--- config.mk ---
export PLATFORM = sky130hd
export DESIGN_NAME = config_bus_arbiter
export DESIGN_NICKNAME = d
export VERILOG_FILES = /design/src/rtl/config_bus_arbiter.sv
export SDC_FILE = /design/constraint.sdc
export NUM_CORES = 1
export LEC_CHECK = 0
export BUFFER_PORTS_ARGS = -buffer_cell sky130_fd_sc_hd__clkbuf_2
export CAP_MARGIN = 10
export CORE_MARGIN = 2
export CORE_UTILIZATION = 45
export DETAILED_ROUTE_END_ITERATION = 10
export HOLD_SLACK_MARGIN = 0.05
export PLACE_DENSITY = 0.77
export SYNTH_ARGS = -nofsm -noshare
export SYNTH_HDL_FRONTEND = slang
export SYNTH_SLANG_ARGS = --single-unit
--- constraint.sdc ---
create_clock -name Clk -period 2 [get_ports Clk]
set_clock_uncertainty 0.2 [all_clocks]
set_input_delay 0.1 -clock Clk [delete_from_list [all_inputs] [get_ports Clk]]
set_output_delay 0.1 -clock Clk [all_outputs]
set_load 0.02 [all_outputs]
--- src/rtl/config_bus_arbiter.sv ---
`default_nettype none
// ============================================================================
// Module   : config_bus_arbiter
// Purpose  : Shares the colour-manager configuration bus between NUM_REQ
//            requesters. Issues one single-cycle C_Valid transaction at a
//            time, waits for the slave's low-then-high C_Rdy acknowledge,
//            and reports Done (with Err on timeout) to the owning requester.
// Options  : CFG_ARB_ROUND_ROBIN_EN - round-robin selection. When undefined
//            the arbiter uses fixed priority (lowest index wins).
// Revision : 1.0 - initial release
// ============================================================================
module config_bus_arbiter #(
   parameter int NUM_REQ      = 2,
   parameter int C_ADDR_WIDTH = 8,
   parameter int C_DATA_WIDTH = 16,
   parameter int ACK_TIMEOUT  = 8
) (
   input  logic                            Clk,
   input  logic                            Rst,
   input  logic [NUM_REQ-1:0]              Req_Valid,
   input  logic [NUM_REQ*C_ADDR_WIDTH-1:0] Req_Addr,
   input  logic [NUM_REQ*C_DATA_WIDTH-1:0] Req_Data,
   output logic [NUM_REQ-1:0]              Req_Rdy,
   output logic [NUM_REQ-1:0]              Req_Done,
   output logic                            Req_Err,
   output logic [C_ADDR_WIDTH-1:0]         C_Addr,
   output logic [C_DATA_WIDTH-1:0]         C_Data,
   output logic                            C_Valid,
   input  logic                            C_Rdy,
   output logic                            Busy
);

   localparam int CNT_WIDTH = $clog2(ACK_TIMEOUT + 1);
   localparam int IDX_WIDTH = (NUM_REQ > 1) ? $clog2(NUM_REQ) : 1;
   localparam logic [CNT_WIDTH-1:0] CNT_MAX  = CNT_WIDTH'(ACK_TIMEOUT);
   localparam logic [CNT_WIDTH-1:0] CNT_LAST = CNT_WIDTH'(ACK_TIMEOUT - 1);

   typedef enum logic [1:0] {
      IDLE      = 2'd0,
      ISSUE     = 2'd1,
      WAIT_LOW  = 2'd2,
      WAIT_HIGH = 2'd3
   } state_t;

   state_t                  state, state_next;
   logic [CNT_WIDTH-1:0]    cnt, cnt_next, cnt_inc;
   logic [NUM_REQ-1:0]      owner, owner_next;   // one-hot owner of the transaction
   logic [NUM_REQ-1:0]      rdy_next, done_next;
   logic                    err_next, valid_next, busy_next;
   logic [C_ADDR_WIDTH-1:0] addr_next;
   logic [C_DATA_WIDTH-1:0] data_next;

   logic                    win_found;
   logic [IDX_WIDTH-1:0]    win_idx;
   logic [NUM_REQ-1:0]      win_oh;
   logic [C_ADDR_WIDTH-1:0] win_addr;
   logic [C_DATA_WIDTH-1:0] win_data;

`ifdef CFG_ARB_ROUND_ROBIN_EN
   logic [IDX_WIDTH-1:0] ptr;
   logic                 above_found, wrap_found;
   logic [IDX_WIDTH-1:0] above_idx, wrap_idx;

   // Round-robin pick: lowest request above the pointer, else wrap to the lowest overall.
   always_comb begin
      above_found = 1'b0;
      wrap_found  = 1'b0;
      above_idx   = '0;
      wrap_idx    = '0;
      for (int i = NUM_REQ - 1; i >= 0; i--) begin
         if (Req_Valid[i]) begin
            if (i > int'(ptr)) begin
               above_found = 1'b1;
               above_idx   = IDX_WIDTH'(i);
            end else begin
               wrap_found = 1'b1;
               wrap_idx   = IDX_WIDTH'(i);
            end
         end
      end
      win_found = above_found | wrap_found;
      win_idx   = above_found ? above_idx : wrap_idx;
   end

   // Pointer remembers the last winner; reset value gives requester 0 first turn.
   always_ff @(posedge Clk or negedge Rst) begin
      if (!Rst) begin
         ptr <= IDX_WIDTH'(NUM_REQ - 1);
      end else if (state == IDLE && win_found && C_Rdy) begin
         ptr <= win_idx;
      end
   end
`else
   // Fixed priority pick: lowest asserted index wins.
   always_comb begin
      win_found = 1'b0;
      win_idx   = '0;
      for (int i = NUM_REQ - 1; i >= 0; i--) begin
         if (Req_Valid[i]) begin
            win_found = 1'b1;
            win_idx   = IDX_WIDTH'(i);
         end
      end
   end
`endif

   // Decode the winner into a one-hot and select its address/data.
   always_comb begin
      win_oh   = '0;
      win_addr = '0;
      win_data = '0;
      for (int i = 0; i < NUM_REQ; i++) begin
         if (win_found && (win_idx == IDX_WIDTH'(i))) begin
            win_oh[i] = 1'b1;
            win_addr  = Req_Addr[i*C_ADDR_WIDTH +: C_ADDR_WIDTH];
            win_data  = Req_Data[i*C_DATA_WIDTH +: C_DATA_WIDTH];
         end
      end
   end

   // Saturating increment so the counter can never wrap.
   assign cnt_inc = (cnt == CNT_MAX) ? cnt : cnt + 1'b1;

   // State register.
   always_ff @(posedge Clk or negedge Rst) begin
      if (!Rst) begin
         state <= IDLE;
      end else begin
         state <= state_next;
      end
   end

   // Next-state and next-output logic. The counter holds the number of cycles
   // already spent in the current wait (including the ISSUE cycle for
   // WAIT_LOW, and the first low cycle for WAIT_HIGH), so the timeout fires
   // on the cycle that would make it ACK_TIMEOUT.
   always_comb begin
      state_next = state;
      cnt_next   = cnt;
      owner_next = owner;
      addr_next  = C_Addr;
      data_next  = C_Data;
      valid_next = 1'b0;
      rdy_next   = '0;
      done_next  = '0;
      err_next   = 1'b0;
      case (state)
         IDLE: begin
            if (win_found && C_Rdy) begin
               owner_next = win_oh;
               addr_next  = win_addr;
               data_next  = win_data;
               cnt_next   = '0;
               valid_next = 1'b1;
               rdy_next   = win_oh;
               state_next = ISSUE;
            end
         end
         ISSUE: begin
            cnt_next   = cnt_inc;
            state_next = WAIT_LOW;
         end
         WAIT_LOW: begin
            if (!C_Rdy) begin
               cnt_next   = CNT_WIDTH'(1);
               state_next = WAIT_HIGH;
            end else if (cnt >= CNT_LAST) begin
               done_next  = owner;
               err_next   = 1'b1;
               state_next = IDLE;
            end else begin
               cnt_next = cnt_inc;
            end
         end
         WAIT_HIGH: begin
            if (C_Rdy) begin
               done_next  = owner;
               state_next = IDLE;
            end else if (cnt >= CNT_LAST) begin
               done_next  = owner;
               err_next   = 1'b1;
               state_next = IDLE;
            end else begin
               cnt_next = cnt_inc;
            end
         end
         default: state_next = IDLE;
      endcase
      busy_next = (state_next != IDLE);
   end

   // Registered outputs and datapath; reset clears every pulse immediately.
   always_ff @(posedge Clk or negedge Rst) begin
      if (!Rst) begin
         cnt      <= '0;
         owner    <= '0;
         C_Valid  <= 1'b0;
         Req_Rdy  <= '0;
         Req_Done <= '0;
         Req_Err  <= 1'b0;
         C_Addr   <= '0;
         C_Data   <= '0;
         Busy     <= 1'b0;
      end else begin
         cnt      <= cnt_next;
         owner    <= owner_next;
         C_Valid  <= valid_next;
         Req_Rdy  <= rdy_next;
         Req_Done <= done_next;
         Req_Err  <= err_next;
         C_Addr   <= addr_next;
         C_Data   <= data_next;
         Busy     <= busy_next;
      end
   end

endmodule
`default_nettype wire

==> Word level (Yosys, flattened, before mapping) <==
Cells that the tools add are included.
{ "word_totals": {"regBits": 39, "latch_bits": 0, "ramBits": 0, "romBits": 0, "in_bits": 53, "word_cells": 58, "mem_count": 0} }
{ "classes": {"add_sub_neg": 1, "mul": 0, "div_mod_pow": 0, "n_lt_le_gt_ge": 1, "eq_ne": 6, "n_shift": 0, "muxes": 32, "bitwise": 1, "n_reduce_logical": 7} }
{ "op_table": {"columns": ["op", "count"], "rows": [
  ["$mux W16", 2],
  ["$mux W4", 5],
  ["$mux W2", 9],
  ["$mux W8", 2],
  ["$pmux W4 S4", 1],
  ["$mux W1", 10],
  ["$pmux W2 S4", 1],
  ["$add A4 B1 Y4 const B", 1],
  ["$eq A2 B2 Y1 const B", 2],
  ["$eq A4 B4 Y1 const B", 1],
  ["$ge A4 B3 Y1 const B", 1],
  ["$ne A2 B2 Y1 const B", 2],
  ["$pmux W2 S2", 1],
  ["$reduce_and A2 Y1", 2],
  ["$logic_and A1 B1 Y1", 3],
  ["$eq A2 B1 Y1 const B", 1],
  ["$logic_not A2 Y1", 1],
  ["$pmux W1 S2", 1],
  ["$reduce_bool A2 Y1", 1],
  ["$not A1 Y1", 1]
]} }

==> Logic depth before layout (Yosys ltp) <==
{ "logic_depth": {"ltp_word": 7, "depth_mapped": 6} }

==> Worst setup path after synthesis <==
Ideal clock, no wire load.
{ "synth_path": {"kind": "register to register", "from": "register cnt[0]", "to": "register cnt[1]", "t_arrival_ps": 1445, "required_ps": 1679, "slack_ps": 234, "path_stages_with_launch": 6, "n_path_buf": 0, "synth_period_minus_slack_ps": 1766, "cell_sequence": "dfrtp_1 > ha_1 > a211o_1 > a32o_1 > a21oi_1 > o2bb2ai_1"} }
{ "synth_between": {"elab_chain_cells": 5, "elab_cells_between_ends": 8, "cone_classes": "add/sub: 1; order compare: 1; eq/ne: 1; mux: 5"} }
{ "synth_rtl": {"columns": ["item", "line_no", "rtl"], "rows": [
  ["from (decl)", "46", "logic [CNT_WIDTH-1:0] cnt, cnt_next, cnt_inc;"],
  ["from (signal assigned)", "205", "cnt <= cnt_next;"],
  ["$add A4 B1 Y4 or $eq A4 B4 Y1 (tied branches)", "122", "assign cnt_inc = (cnt == CNT_MAX) ? cnt : cnt + 1'b1;"],
  ["$mux W4", "122", null],
  ["$mux W4", "167, 179", null],
  ["$mux W4, on equally long branches", "176, 164", null],
  ["$pmux W4 S4 (*)", "147", "case (state)"]
]} }
Mark *: on every way between the ends. The rest lies on a longest branch, timed or not. The select of a mux whose other input is x is not followed.
A chain may end at the register's enable or synchronous reset.

==> Final worst setup path <==
Ends and elaborated chain as after synthesis.

==> results.txt <==
* Post-synth ARST share: 100.0%
* Wirelength per Cell: 15.40 um
- Worst Hold Launch: Req_Valid[1]
- CTS Buffer Depth: 2
- Most frequently used cell type in the post-synthesis netlist: dfrtp_1
* Hold/Removal Path Class: in -> reg
- The via count of the first global-routing pass was 1835.
- Sum of routed wire length over all layers: 5638 um
* Data arrival, critical path: between 1.5 and 2 ns
* Maximum fanout along the worst path: 4
- Maximum vdd ir drop: between 0.8 and 0.9 mV
* Number of synthesis warnings: 0
- After detailed routing, the number of vias per cell comes to 5.317.
- Starting utilization of the core area: roughly 46%
- Global routing finished with a remaining overflow of 0.
- Global-route wire length before repair: approximately 8400 um
* Post-route standard cell area excluding fillers: just under 0.003 mm2
- The most critical setup path has its startpoint at cnt[0].
* Count of final max-slew check failures: 0
* Drt initial violations: ~150
* Origin of the critical flop-to-flop path: cnt[0]
* GR Util All Layers: between 20% and 30%
* Clock tree from TritonCTS: yes
* Number of buffers inserted by port buffering: 83
- Drt pass-1 iters: 4
* Total Power Consumption: 3497 uW
- Count of endpoints failing setup in the final report: 0
* Post-synth EDFFs: 0
- The worst pin sits at a relative slew slack of between 50% and 60%.
* Achievable clock frequency: between 500 and 600 MHz
- When the netlist entered floorplanning its net count stood at between 200 and 250.
* Period Utilization, post-route: 91.46%
* Die outline height: roughly 68 um
* Per-instance average area after synthesis: 10.17 um2
* Placement Cell Area: around 0.0023 mm2
* Core Rows: 23
* Final Hold Violating Endpoints: 0
- For the final routed database, the setup TNS stands at 0 ns.
- CTS H-Tree Depth: 2
- Clock tree synthesis selected as its root buffer the cell clkbuf_8.
* Largest net degree at the start of global routing: 32
- By area the synthesized netlist is led by dfrtp_1, a22oi_1, a21oi_1.
- Leading register cell type out of synthesis: dfrtp_1
- Top-area cell type share of the netlist area: 53.61%
* Classification of the worst setup path: reg -> reg
* Yosys reg bits: 39
- Number of routed nets with antenna violations: 0
* Critical Path Start Type: flip-flop
- Horizontal die dimension: 67.61 um
- Setup crit end kind: flip-flop
* Area leader, netlist: dfrtp_1
* Initial antenna violation count: 0
* TritonCTS buffer count: 5
- Setup repair after global routing left no endpoint under its margin.
* Cell area after technology mapping: between 0.0015 and 0.002 mm2
- Standard cell core area: about 0.004 mm2
* Sinks on the clock net: 39
- The number of antenna diodes in the final layout is 0.
* Clock insertion delay at the later pin of the skew report: between 0.2 and 0.3 ns
* Required time of the worst setup path: roughly 2 ns
* Area added between synthesis and finish: 58.28%
* Clock transition time at the flip-flop clock pins of the worst setup and hold paths: about 0.070 ns
* Area enclosed by the die boundary: 0.004570 mm2
* DRC violation count after routing: 0
- The worst path needs between 1.5 and 2 ns of the cycle, external delays included.
- Across the run, the number of max-cap violations was 0.
* GPL Wtd Cong: 0.7916
- In the synthesized netlist, the number of instances is 179.
- between 80 and 90 I/O pins were placed.
- Number of buffers inserted to repair setup after CTS: 0
- At the pin with the least slew margin, the transition time is about 0.73 ns.
- Post-synthesis sequential area ratio: 53.61%
- Count of different cell masters after synthesis: 34
- Proportion of layout cells with a drive suffix above 1: between 30 and 40%
* Total via count in the routed design: 1946
- Final-stage net count: between 300 and 400
- In this run the power density over the cells is 1214 mW/mm2.
* Static Leakage: 0.001374 uW
- Detailed placement finished with a half-perimeter wire length of 3230 um.
* Most frequent cells after synthesis: dfrtp_1, nor2_1, a21oi_1
* Result of the run: complete, no violations
logic make-up (layout without fill, tap and decap cells):
| kind of cell | after synthesis | after routing | synth area share (%) |
|---|---|---|---|
| buf+inv | 18 | 155 | 5.429 |
| flops | 39 | 39 | 53.61 |
| compound gates | 70 | 70 | 25.16 |
| fa+ha+maj | 2 | 2 | 1.374 |
| mux | 2 | 2 | 1.237 |
| xor+xnor | 2 | 2 | 0.9624 |
| simple gates | 46 | 46 | 12.23 |
metrics by stage:
step | util, % | hold slack (ns) | instances | setup slack [ns]
2_1_floorplan | - | -0.3956 | 179 | 0.2336
3_3_place_gp | 58.14 | -0.008087 | 308 | 0.2501
3_5_place_dp | 58.14 | 0.002205 | 308 | 0.1726
4_1_cts | 72.99 | 0.07316 | 366 | 0.1114
5_1_grt | 73.09 | 0.1552 | 366 | 0.03564
6_report | 73.09 | 0.06816 | 366 | 0.1708
power breakdown:
part	internal, uW	total (uW)	switching, uW
Sequential	1130	1350	220
Clock	244	511	268
Combinational	669	1640	967
worst paths after layout:
check / endpoint / slack, ns / depth (start not counted)
worst max-delay path: cnt[1] / 0.17 / 5
worst min-delay path: Busy / 0.07 / 3
worst max register to register: cnt[1] / 0.17 / 5
worst min register to register: Req_Done[0] / 0.29 / 1
max in group asynchronous: Req_Done[1] / 0.82 / 3
min in group asynchronous: C_Data[10] / 0.20 / 2
state kept, by name, summed over array words and instances (netlist names):
signal	cells
C_Data	16
Req_Err	1
C_Valid	1
Busy	1
C_Addr	8
cnt	4
state	2
Req_Rdy	2
Req_Done	2
owner	2
cell type report:
type | count | area, um2
fill | 277 | 1061
timing repair buffer | 143 | 994.7
sequential | 39 | 975.9
multi-input combinational | 122 | 748.2
clock buffer | 6 | 72.57
tap | 50 | 62.56
inverter | 4 | 15.01
clock inverter | 2 | 12.51
what timing repair did:
item | in CTS | in global routing
resized for setup | 0 | 1
hold endpoints to repair | 54 | 0
hold buffers | 50 | 0
setup endpoints to repair | 0 | 4
critical path, stage by stage, from the launching register on:
cell and delay (ns):
dfrtp_1 0.39, ha_1 0.25, a211o_1 0.32, a32o_1 0.30, a21oi_1 0.19, o2bb2ai_1 0.08
layer usage:
layer / vias to the layer above / global-route usage (%) / routed length, um
met4: 0 / 10.97 / 170
li1: 915 / - / -
met3: 19 / 3.333 / 243
met2: 78 / 49.51 / 3184
met5: - / 0 / 0
met1: 934 / 26.05 / 2039
layout by cell type, fill, tap and decap left out:
| master | instances |
|---|---|
| clkbuf_2 | 83 |
| a41oi_1 | 1 |
| nand2_1 | 3 |
| clkinv_2 | 1 |
| mux2_2 | 2 |
| a21oi_1 | 25 |
| o221ai_1 | 1 |
| a21o_1 | 2 |
| o21a_1 | 1 |
| a31oi_1 | 1 |
| nand2b_1 | 1 |
| dlygate4sd3_1 | 50 |
| o21ai_0 | 7 |
| nor2_1 | 28 |
| and3_1 | 1 |
| xnor2_1 | 1 |
| clkbuf_8 | 5 |
| and2_1 | 7 |
| dfrtp_1 | 39 |
| a31o_2 | 1 |
| o32ai_1 | 1 |
| a22o_1 | 1 |
| nand3_1 | 3 |
| buf_4 | 9 |
| clkbuf_1 | 1 |
| nor2b_2 | 1 |
| clkinvlp_4 | 1 |
| ha_1 | 2 |
| buf_6 | 1 |
| o2bb2ai_1 | 3 |
| nor4_4 | 1 |
| a22oi_1 | 24 |
| a211o_1 | 1 |
| inv_1 | 3 |
| xor2_1 | 1 |
| inv_2 | 1 |
| nand3b_1 | 1 |
| a32o_1 | 1 |
(Power assumes the default switching activity.)
